File: config.mk
export PLATFORM = sky130hd
export DESIGN_NAME = mem_access_ctrl
export DESIGN_NICKNAME = d
export VERILOG_FILES = /design/src/rtl/mem_access_ctrl.sv
export SDC_FILE = /design/constraint.sdc
export NUM_CORES = 1
export LEC_CHECK = 0
export CORE_AREA = 2 2 130 132
export CTS_CLUSTER_DIAMETER = 30
export DETAILED_ROUTE_END_ITERATION = 8
export DIE_AREA = 0 0 132 134
export PLACE_DENSITY = 0.6
export SETUP_SLACK_MARGIN = 0.15
export SLEW_MARGIN = 40
export SYNTH_ARGS = -nofsm -noshare
export SYNTH_HDL_FRONTEND = slang
export SYNTH_SLANG_ARGS = --single-unit
File: constraint.sdc
create_clock -name clk -period 2.6 [get_ports clk]
set_input_delay 0.26 -clock clk [delete_from_list [all_inputs] [get_ports clk]]
set_output_delay 0.26 -clock clk [all_outputs]
set_load 0.01 [all_outputs]
File: src/rtl/mem_access_ctrl.sv
// rtl/mem_access_ctrl.sv - load/store controller in front of a 64x32 RAM with sub-word RMW
// Optional macro MISALIGN_TRAP_EN: misaligned half/word accesses return resp_err without touching the RAM.
module mem_access_ctrl #(
  parameter int ADDR_W = 8,
  parameter int DATA_W = 32
) (
  input  logic              clk,
  input  logic              rst_n,
  input  logic              req_valid,
  output logic              req_ready,
  input  logic              req_we,
  input  logic [1:0]        req_size,
  input  logic              req_unsigned,
  input  logic [ADDR_W-1:0] req_addr,
  input  logic [DATA_W-1:0] req_wdata,
  output logic              resp_valid,
  output logic [DATA_W-1:0] resp_rdata,
  output logic              resp_err,
  output logic              mem_we,
  output logic [ADDR_W-3:0] mem_addr,
  output logic [DATA_W-1:0] mem_wdata,
  input  logic [DATA_W-1:0] mem_rdata
);

  typedef enum logic [2:0] {S_IDLE, S_RD, S_MERGE, S_CAP, S_WR, S_RESP} state_t;

  state_t            r_state;
  logic              r_we;
  logic [1:0]        r_size;
  logic              r_uns;
  logic [1:0]        r_addr_lo;
  logic [15:0]       r_wdata_lo;
  logic [ADDR_W-3:0] r_mem_addr;
  logic [DATA_W-1:0] r_mem_wdata;
  logic              r_resp_valid;
  logic [DATA_W-1:0] r_resp_rdata;

  logic [7:0]        w_byte;
  logic [15:0]       w_half;
  logic [DATA_W-1:0] w_load;
  logic [DATA_W-1:0] w_merged;

`ifdef MISALIGN_TRAP_EN
  logic r_err;
  logic w_misalign;
  assign w_misalign = (req_size == 2'd1) ? req_addr[0] : (req_size[1] && (req_addr[1:0] != 2'b00));
  assign resp_err   = r_err;
`else
  assign resp_err   = 1'b0;
`endif

  assign req_ready  = (r_state == S_IDLE);
  assign resp_valid = r_resp_valid;
  assign resp_rdata = r_resp_rdata;
  assign mem_addr   = r_mem_addr;
  assign mem_wdata  = r_mem_wdata;
  // Gating with rst_n keeps a reset landing in WR from committing a half-finished RMW.
  assign mem_we     = (r_state == S_WR) && rst_n;

  always_comb begin
    w_byte = 8'h00;
    case (r_addr_lo)
      2'd0: w_byte = mem_rdata[7:0];
      2'd1: w_byte = mem_rdata[15:8];
      2'd2: w_byte = mem_rdata[23:16];
      2'd3: w_byte = mem_rdata[31:24];
      default: w_byte = 8'h00;
    endcase
    w_half = r_addr_lo[1] ? mem_rdata[31:16] : mem_rdata[15:0];
    case (r_size)
      2'd0:    w_load = {{24{~r_uns & w_byte[7]}}, w_byte};
      2'd1:    w_load = {{16{~r_uns & w_half[15]}}, w_half};
      default: w_load = mem_rdata;
    endcase
  end

  always_comb begin
    w_merged = mem_rdata;
    if (r_size == 2'd0) begin
      case (r_addr_lo)
        2'd0: w_merged[7:0]   = r_wdata_lo[7:0];
        2'd1: w_merged[15:8]  = r_wdata_lo[7:0];
        2'd2: w_merged[23:16] = r_wdata_lo[7:0];
        2'd3: w_merged[31:24] = r_wdata_lo[7:0];
        default: w_merged = mem_rdata;
      endcase
    end else if (r_addr_lo[1]) begin
      w_merged[31:16] = r_wdata_lo;
    end else begin
      w_merged[15:0] = r_wdata_lo;
    end
  end

  always_ff @(posedge clk) begin
    if (!rst_n) begin
      r_state      <= S_IDLE;
      r_we         <= 1'b0;
      r_size       <= 2'd0;
      r_uns        <= 1'b0;
      r_addr_lo    <= 2'd0;
      r_wdata_lo   <= 16'h0;
      r_mem_addr   <= '0;
      r_mem_wdata  <= '0;
      r_resp_valid <= 1'b0;
      r_resp_rdata <= '0;
`ifdef MISALIGN_TRAP_EN
      r_err        <= 1'b0;
`endif
    end else begin
      r_resp_valid <= 1'b0;
      case (r_state)
        S_IDLE: begin
          if (req_valid) begin
            r_we       <= req_we;
            r_size     <= req_size;
            r_uns      <= req_unsigned;
            r_addr_lo  <= req_addr[1:0];
            r_wdata_lo <= req_wdata[15:0];
`ifdef MISALIGN_TRAP_EN
            if (w_misalign) begin
              r_resp_valid <= 1'b1;
              r_resp_rdata <= '0;
              r_err        <= 1'b1;
              r_state      <= S_RESP;
            end else begin
`else
            begin
`endif
              r_mem_addr <= req_addr[ADDR_W-1:2];
              if (req_we && req_size[1]) begin
                r_mem_wdata <= req_wdata;
                r_state     <= S_WR;
              end else begin
                r_state <= S_RD;
              end
            end
          end
        end
        S_RD: r_state <= r_we ? S_MERGE : S_CAP;
        S_CAP: begin
          r_resp_rdata <= w_load;
          r_resp_valid <= 1'b1;
`ifdef MISALIGN_TRAP_EN
          r_err        <= 1'b0;
`endif
          r_state      <= S_RESP;
        end
        S_MERGE: begin
          r_mem_wdata <= w_merged;
          r_state     <= S_WR;
        end
        S_WR: begin
          r_resp_rdata <= '0;
          r_resp_valid <= 1'b1;
`ifdef MISALIGN_TRAP_EN
          r_err        <= 1'b0;
`endif
          r_state      <= S_RESP;
        end
        S_RESP:  r_state <= S_IDLE;
        default: r_state <= S_IDLE;
      endcase
    end
  end

endmodule
* After elaboration in Yosys (flattened, before gate mapping) *
Index checks and enable logic that the tools add are counted.

storage, ports and cells
  bits of input ports = 79
  bits in registers = 96
  output and inout bits = 74

operators by class
  reduce and logical (&&, ||, !) cells = 10
  bitwise operators = 3
  multiplexer cells = 19
  equal/unequal tests = 10

operator list
  operator              count
  $pmux W32 S2          3
  $mux W32              3
  $mux W16              3
  $mux W8               4
  $pmux W8 S4           1
  $pmux W3 S4           1
  $eq A3 B2 Y1 const B  2
  $mux W3               2
  $eq A2 B1 Y1 const B  2
  $eq A2 B2 Y1 const B  2
  $logic_not A2 Y1      2
  $reduce_bool A2 Y1    2
  $eq A3 B1 Y1 const B  1
  $eq A3 B3 Y1 const B  1
  $logic_not A3 Y1      1
  $reduce_and A3 Y1     1
  $and A1 B1 Y1         2
  $logic_and A1 B1 Y1   2
  $mux W1               2
  $ne A2 B1 Y1 const B  1
  $ne A2 B2 Y1 const B  1
  $reduce_and A2 Y1     1
  $reduce_or A2 Y1      1
  $not A1 Y1            1

* Longest topological paths before layout *
Gate-level depths: netlist of the first run.

  depth in word-level cells = 5
  mapped depth = 7
  mapped depth without buffers = 4

* Worst setup path after synthesis of the first run *
Ideal clock, no wire load.

  path kind = reg2reg
  start point = register r_addr_lo[0]
  end point = register r_resp_rdata[21], in the netlist resp_rdata[21]
  setup time = 0.123 ns
  arrival = 1.452 ns
  period minus slack after synthesis = 1.574 ns
  path slack = 1.026 ns
  stages on the path, launching flop included = 6
  cells stage by stage = dfxtp_1 > mux2_2 > a22oi_2 > a2111oi_4 > buf_6 > a221o_2

on the way
  longest elaborated chain between the ends = 5
  elaborated cells on any way between the ends = 8
  those cells by class = 3 x eq/ne; 3 x mux; 1 x bitwise; 1 x reduce/logical

RTL lines
  item                                        RTL line  source
  from (decl)                                 31        logic [1:0] r_addr_lo;
  from (signal assigned)                      117       r_addr_lo <= req_addr[1:0];
  $eq A2 B2 Y1, or another cell as far along  62        case (r_addr_lo)
  $pmux W8 S4 (*)                             62
  $and A1 B1 Y1 (*)                           71        2'd0: w_load = {{24{~r_uns & w_byte[7]}}, w_byte};
  $pmux W32 S2 (*)                            70        case (r_size)
  $pmux W32 S2 (*)                            111       case (r_state)
  to (signal assigned)                        141       r_resp_rdata <= w_load;
  to (decl)                                   36        logic [DATA_W-1:0] r_resp_rdata;

Mark *: on every way between the ends. The rest lies on a longest branch, timed or not.
A chain may end at the register's enable or synchronous reset.

* Final worst setup path of the first run *
  start point = register r_state[0]
  end point = output port mem_we

on the way
  longest elaborated chain between the ends = 2

RTL lines
  item                    RTL line  source
  from (decl)             27        state_t r_state;
  from (signal assigned)  139       S_RD: r_state <= r_we ? S_MERGE : S_CAP;
  $eq A3 B3 Y1            58        assign mem_we = (r_state == S_WR) && rst_n;
  $logic_and A1 B1 Y1     58
  to (decl)               19        output logic mem_we,

No other way between the ends.

==> run metrics, run 1 <==
run status=complete, no violations; Synth Area in Adders=0%; GR Overflow Total=0; worst endpoint required time=2.34 ns; headroom to the max-slew limit=60.0%; largest family of logic cells by synthesized area=compound AO/OA/AOI/OAI gates; number of remaining DRC errors=0; Post-CTS Setup Inserts=0; Die Span X=132 um; post-synthesis net count=647; compound-cell area share of the yosys netlist=30.4%; Vias=4867; CP Cell Sequence=nor2_1 > and3_1 > clkdlybuf4s50_1; Core Region=16300 um^2; clock tree buffer depth=2; Synth Area in XOR/XNOR=0%; max frequency=455 MHz; total CTS buffers=9; CP Launch Type=register; Top FF cell, synth=dfxtp_1; count leader, synth=nand2_1; H-tree level count=3; die footprint=17700 um^2; final hold vios=0; RSZ-0062 raised after global routing=no; Yosys cell types=54; CTS resizes=0; Port Buf Inserts=151; final WL=16.6 mm; VDD IR max=0.326 mV; Final Net Count=770; final std cells w/o fill=916; CP peak stage delay=0.54 ns; Worst-Margin Slew=0.599 ns; sequential share of the synthesized area=40.3%; top cell type's share of synthesized area=40.3%; fin crit share=84.4%; initial antenna violation count=0; Ports=153; Async S/R FF share, synth=0%; CTS tree=built; Post-synth EDFFs=0; Global Route Usage Sum=18.5%; power density relative to cell area=625 nW/um^2; hpwl dp=12.4 mm; Post-Synthesis Cell Area=4770 um^2; drt first pass iters=5; CP Capture Type=output port; WL/cell=18.1 um; area grow syn2layout=41.3%; commonest cells in the netlist=nand2_1, dfxtp_1, o21ai_0; cell family with most CP delay=simple AND/OR/NAND/NOR gates; Slew Viols, Final=0; Fillers=1656; Layout Skew=0.0119 ns; std cell rows=47; first-pass GRT wire length=25.8 mm; syn_area_per_cell=8.39 um^2; worst-path fanout max=11; post-synthesis cell count=568; slowest stage cell on the critical path=clkdlybuf4s50_1; area leader, netlist=dfxtp_1; largest net degree at the start of global routing=65; layout cells sized above 1=10.6%; chip height=134 um; Final ANT Viol Nets=0; Leakage=2.35 nW; MaxCap Viol Count=0; simple-gate share of the synthesized area=16.3%; Setup CP Type=register to output port; GPL Wtd Cong=0.871; minimum clock period=2.20 ns; vias in the first global route=4528; Synth Register Bits=96; Root Buffer=clkbuf_16; clock sink count=96; critical path buffer and inverter count=1; post-synthesis mux area share=5.98%; initial detailed-routing violation count=398; final setup fails=0; Synth warnings=0; worst hold-check path type=register to register; Worst EP arrival=1.94 ns; n_diodes=0; initial core utilization=29.3%; number of cells after detailed placement=899; number of vias per cell=5.31; Setup TNS Final=0 ns; Skew-Pair Late Insertion Delay=0.35 ns; top cells by area, synth=dfxtp_1, nand2_1, o21ai_0, a21oi_1, mux4_2; clock-pin slew on the worst setup and hold paths=0.07 ns; Hold Buf Count CTS=0
## metal layers
metal  vias to the layer above  share of wire, %  GRT usage (%)
met1                      2267                46           26.0
met3                        26               8.6           4.95
met5                         -                 0              0
met4                         0               2.1           5.86
met2                       239                43           27.8
li1                       2335                 -              -
## worst paths after layout
path,startpoint,end,slack (ns),cells past startpoint
worst max register to register,r_size[0],resp_rdata[28],0.56,6
worst min register to register,mem_addr[5],mem_addr[5],0.46,2
worst min-delay path,mem_addr[5],mem_addr[5],0.46,2
worst max-delay path,r_state[0],mem_we,0.40,3
## kinds of logic (layout without fill, tap and decap cells)
family | after synthesis | in the layout
buffers and inverters | 69 | 197
and+or+nand+nor | 172 | 172
AOI/OAI and AO/OA | 212 | 212
muxes | 18 | 18
DFF | 96 | 96
other | 1 | 1
## tightest hold or removal path, cell delays in order, from the launching register on
cell	delay [ns]
dfxtp_1	0.31
nand2_1	0.05
a21oi_1	0.05
## area by class of cell
type / instances / area (um^2) / share of cell area (%)
multi-input combinational: 403 / 2520 / 37.5
clock buffer: 10 / 239 / 3.55
tap: 220 / 275 / 4.09
inverter: 11 / 41.3 / 0.613
timing repair buffer: 170 / 1670 / 24.7
sequential: 96 / 1920 / 28.5
clock inverter: 6 / 67.6 / 1.00
## power breakdown
| group | switching (mW) | internal, mW | total (mW) | leakage, nW |
|---|---|---|---|---|
| Sequential | 0.127 | 1.60 | 1.73 | 0.782 |
| Combinational | 0.592 | 0.515 | 1.11 | 1.42 |
| Clock | 0.603 | 0.776 | 1.38 | 0.145 |
## cell usage in the layout, fill, tap and decap left out, types with 2 or more instances in the layout
| cell | n |
|---|---|
| a211oi_1 | 7 |
| a21oi_1 | 39 |
| a221o_1 | 15 |
| a221o_2 | 8 |
| a22oi_1 | 7 |
| a31oi_1 | 19 |
| buf_4 | 17 |
| clkbuf_16 | 9 |
| clkdlybuf4s50_1 | 151 |
| clkinvlp_4 | 2 |
| dfxtp_1 | 95 |
| inv_1 | 10 |
| mux2_2 | 10 |
| mux4_2 | 7 |
| nand2_1 | 115 |
| nand2b_1 | 3 |
| nand3_1 | 7 |
| nor2_1 | 17 |
| nor2b_1 | 9 |
| nor3_1 | 5 |
| nor3b_2 | 2 |
| o211ai_1 | 16 |
| o21a_1 | 7 |
| o21ai_0 | 41 |
| o21ai_1 | 6 |
| o221ai_1 | 16 |
| o22ai_1 | 23 |
| or4_1 | 2 |
## flip-flops by register name, summed over array words and instances, names as in the netlist
| register | count |
|---|---|
| mem_addr | 6 |
| mem_wdata | 32 |
| r_addr_lo | 2 |
| r_size | 2 |
| r_state | 3 |
| r_uns | 1 |
| r_wdata_lo | 16 |
| r_we | 1 |
| resp_rdata | 32 |
| resp_valid | 1 |
## metrics by stage
step	utilization [%]	instance area, um^2	total power, mW	hold slack [ns]	setup WS (ns)
floorplan	-	4770	2.36	0.396	1.03
global placement	39.4	6420	2.84	0.443	0.436
detailed placement	39.4	6420	2.86	0.448	0.336
CTS	41.3	6730	4.24	0.445	0.381
global route	41.4	6740	4.42	0.466	0.289
finish	41.4	6740	4.21	0.456	0.405
(Power assumes the default switching activity.)
==> run 2: changes to the inputs <==
clock period = 2.1 ns   (was 2.6 ns; I/O delays follow)
==> run 2 against run 1 <==
  * Clock power rose by 12%
  * First-iteration DRC count fell by 32%
  * Sequential share of layout area fell by 0.49 points
  * Final area rose by 1.8%
  * Routed wire length rose by 0.40%
  * Core utilization rose by 0.75 points
  * Register-to-register slack got worse by 0.33 ns
  * Worst setup slack got worse by 0.19 ns
  * Clock-buffer cell count rose by 1
==> run metrics, run 2 (synthesis gave the netlist of run 1 again) <==
run status=complete, no violations; commonest cells after routing, fill and taps aside=clkdlybuf4s50_1, nand2_1, dfxtp_1; Die Span X=132 um (unchanged); met3 Track Usage GR=4.65% (-0.30 points); Port Buf Inserts=151 (unchanged); dpl cell area=6570 um^2 (+2.3%); most common cell after layout, fill and taps aside=clkdlybuf4s50_1; vias in the first global route=4651 (+2.7%); area grow syn2layout=43.9%; switching pwr=1.64 mW (+24%); worst endpoint required time=1.89 ns (-0.45 ns); grt met1 use=25.4% (-0.54 points); Global Route Usage Sum=18.6% (+0.053 points); smallest hold slack=0.402 ns (-0.0532 ns); minimum clock period=1.89 ns; Comb power frac=28.6% (+2.3 points); Hold Path Sink=mem_addr[4]; fin util=42.1% (+0.75 points); clock-pin slew on the worst setup and hold paths=0.06 ns (about the same); Sw Share=31.9% (+0.53 points); H-tree level count=3 (unchanged); cells on worst reg2reg path=5 (-1); Internal=3.50 mW (+21%); MaxCap Viol Count=0 (unchanged); Final Net Count=783 (+1.7%); final WL=16.7 mm (+0.40%); chip height=134 um (unchanged); Hold Path Depth=3 (+1); hold path startpoint=req_addr[6]; RSZ-0062 raised after global routing=yes; number of remaining DRC errors=0 (unchanged); GR Overflow Total=0 (unchanged); hpwl dp=12.6 mm (+1.9%); clock network power share=30.3% (-2.4 points); GPL Wtd Cong=0.898 (+3.0%); Slew Viols, Final=0 (unchanged); fin area=6860 um^2 (+1.8%); initial antenna violation count=0 (unchanged); Skew-Pair Late Insertion Delay=0.36 ns (about the same); sequential share of power=41.2% (+0.2 points); Root Buffer=clkbuf_16; worst hold-check path type=primary input to register; pre-CTS WS=-0.128 ns (-0.464 ns); clock tree buffer depth=2 (unchanged); met2 GRT Util=29.3% (+1.5 points); CP Capture Type=output port; VDD IR max=0.475 mV (+46%); total CTS buffers=9 (unchanged); layout cells sized above 1=12.3% (+1.6 points); clock sink count=96 (unchanged); WL/cell=18.0 um (-1.0%); die footprint=17700 um^2 (unchanged); Worst EP arrival=1.68 ns (-0.26 ns); Final ANT Viol Nets=0 (unchanged); Core Region=16300 um^2 (unchanged); fin crit share=90.0%; CP Launch Type=register; initial core utilization=29.3% (unchanged); number of cells after detailed placement=912 (+1.4%); Vias=4852 (-0.31%); Hold Buf Count CTS=0 (unchanged); final hold vios=0 (unchanged); worst-path fanout max=8 (-3); power density relative to cell area=749 nW/um^2 (+20%); first-pass GRT wire length=25.8 mm (-0.21%); drt first pass iters=5 (unchanged); Layout Skew=0.0129 ns (+0.000966 ns); number of vias per cell=5.22 (-1.7%); FF-to-FF End=resp_rdata[26]; largest net degree at the start of global routing=65 (unchanged); Setup CP Type=register to output port; CTS tree=built; setup ws final=0.210 ns (-0.195 ns); std cell rows=47 (unchanged); layer with the highest usage=met2; max frequency=529 MHz; Reg2Reg Launch Point=r_addr_lo[0]; final setup fails=0 (unchanged); initial detailed-routing violation count=269 (-32%); n_diodes=0 (unchanged); final std cells w/o fill=929 (+1.4%); flop2flop setup slack=0.23 ns (-0.33 ns); Leakage=2.43 nW (+3.2%); Ports=153 (unchanged)
run 2: changes by cell type in the layout (fill, tap and decap cells not counted), moves of 2 or more:
| cell | change |
|---|---|
| buf_12 | +4 |
| buf_4 | +9 |
| clkbuf_1 | +2 |
| clkinv_4 | +2 |
run 2: how the worst max path moves through the flow:
| stage | slack (ns) | startpoint | to |
|---|---|---|---|
| floorplan | 0.53 | r_addr_lo[0] | resp_rdata[21] |
| global placement | -0.02 | mem_rdata[31] | resp_rdata[26] |
| detailed placement | -0.13 | mem_rdata[15] | resp_rdata[22] |
| CTS | 0.17 | r_state[0] | mem_we |
| global route | 0.12 | r_state[0] | mem_we |
| finish | 0.21 | r_state[0] | mem_we |
run 2: metal layers:
layer,vias up,routed length (um)
met1,2294,7910
li1,2363,-
met4,0,172
met2,185,7370
met5,-,0
met3,10,1230
run 2: power by group through the flow:
stage / Sequential [mW] / Clock [mW] / Combinational [mW]
after CTS: 2.11 / 1.60 / 1.47
after global placement: 2.14 / 0 / 1.44
after global routing: 2.13 / 1.66 / 1.59
after detailed placement: 2.15 / 0 / 1.47
final: 2.11 / 1.55 / 1.47
after floorplan: 2.14 / 0 / 0.775
run 2: area by class of cell:
| type | instances | area [um^2] |
|---|---|---|
| Fill cell | 1638 | 9430 |
| Multi-Input combinational cell | 403 | 2530 |
| Sequential cell | 96 | 1920 |
| Timing Repair Buffer | 183 | 1820 |
| Tap cell | 220 | 275 |
| Clock buffer | 11 | 233 |
| Clock inverter | 5 | 42.5 |
| Inverter | 11 | 41.3 |
run 2: stage by stage:
| step | power, mW | setup TNS, ns |
|---|---|---|
| global placement | 3.59 | -0.119 |
| detailed placement | 3.61 | -1.88 |
| finish | 5.14 | 0 |
| global route | 5.38 | 0 |
| floorplan | 2.92 | 0 |
| CTS | 5.18 | 0 |
run 2: what timing repair did:
| item | 4_1_cts | 5_1_grt |
|---|---|---|
| endpoints found under the setup margin | 9 | 3 |
| buffers inserted | 0 | 0 |
| resized for setup | 0 | 3 |
| pin swaps | 1 | 0 |
run 2: worst max-delay path, cell delays in order (launching register included):
cell             delay [ns]
dfxtp_1                0.34
buf_4                  0.18
nor2_2                 0.11
and3_1                 0.17
clkdlybuf4s50_1        0.53
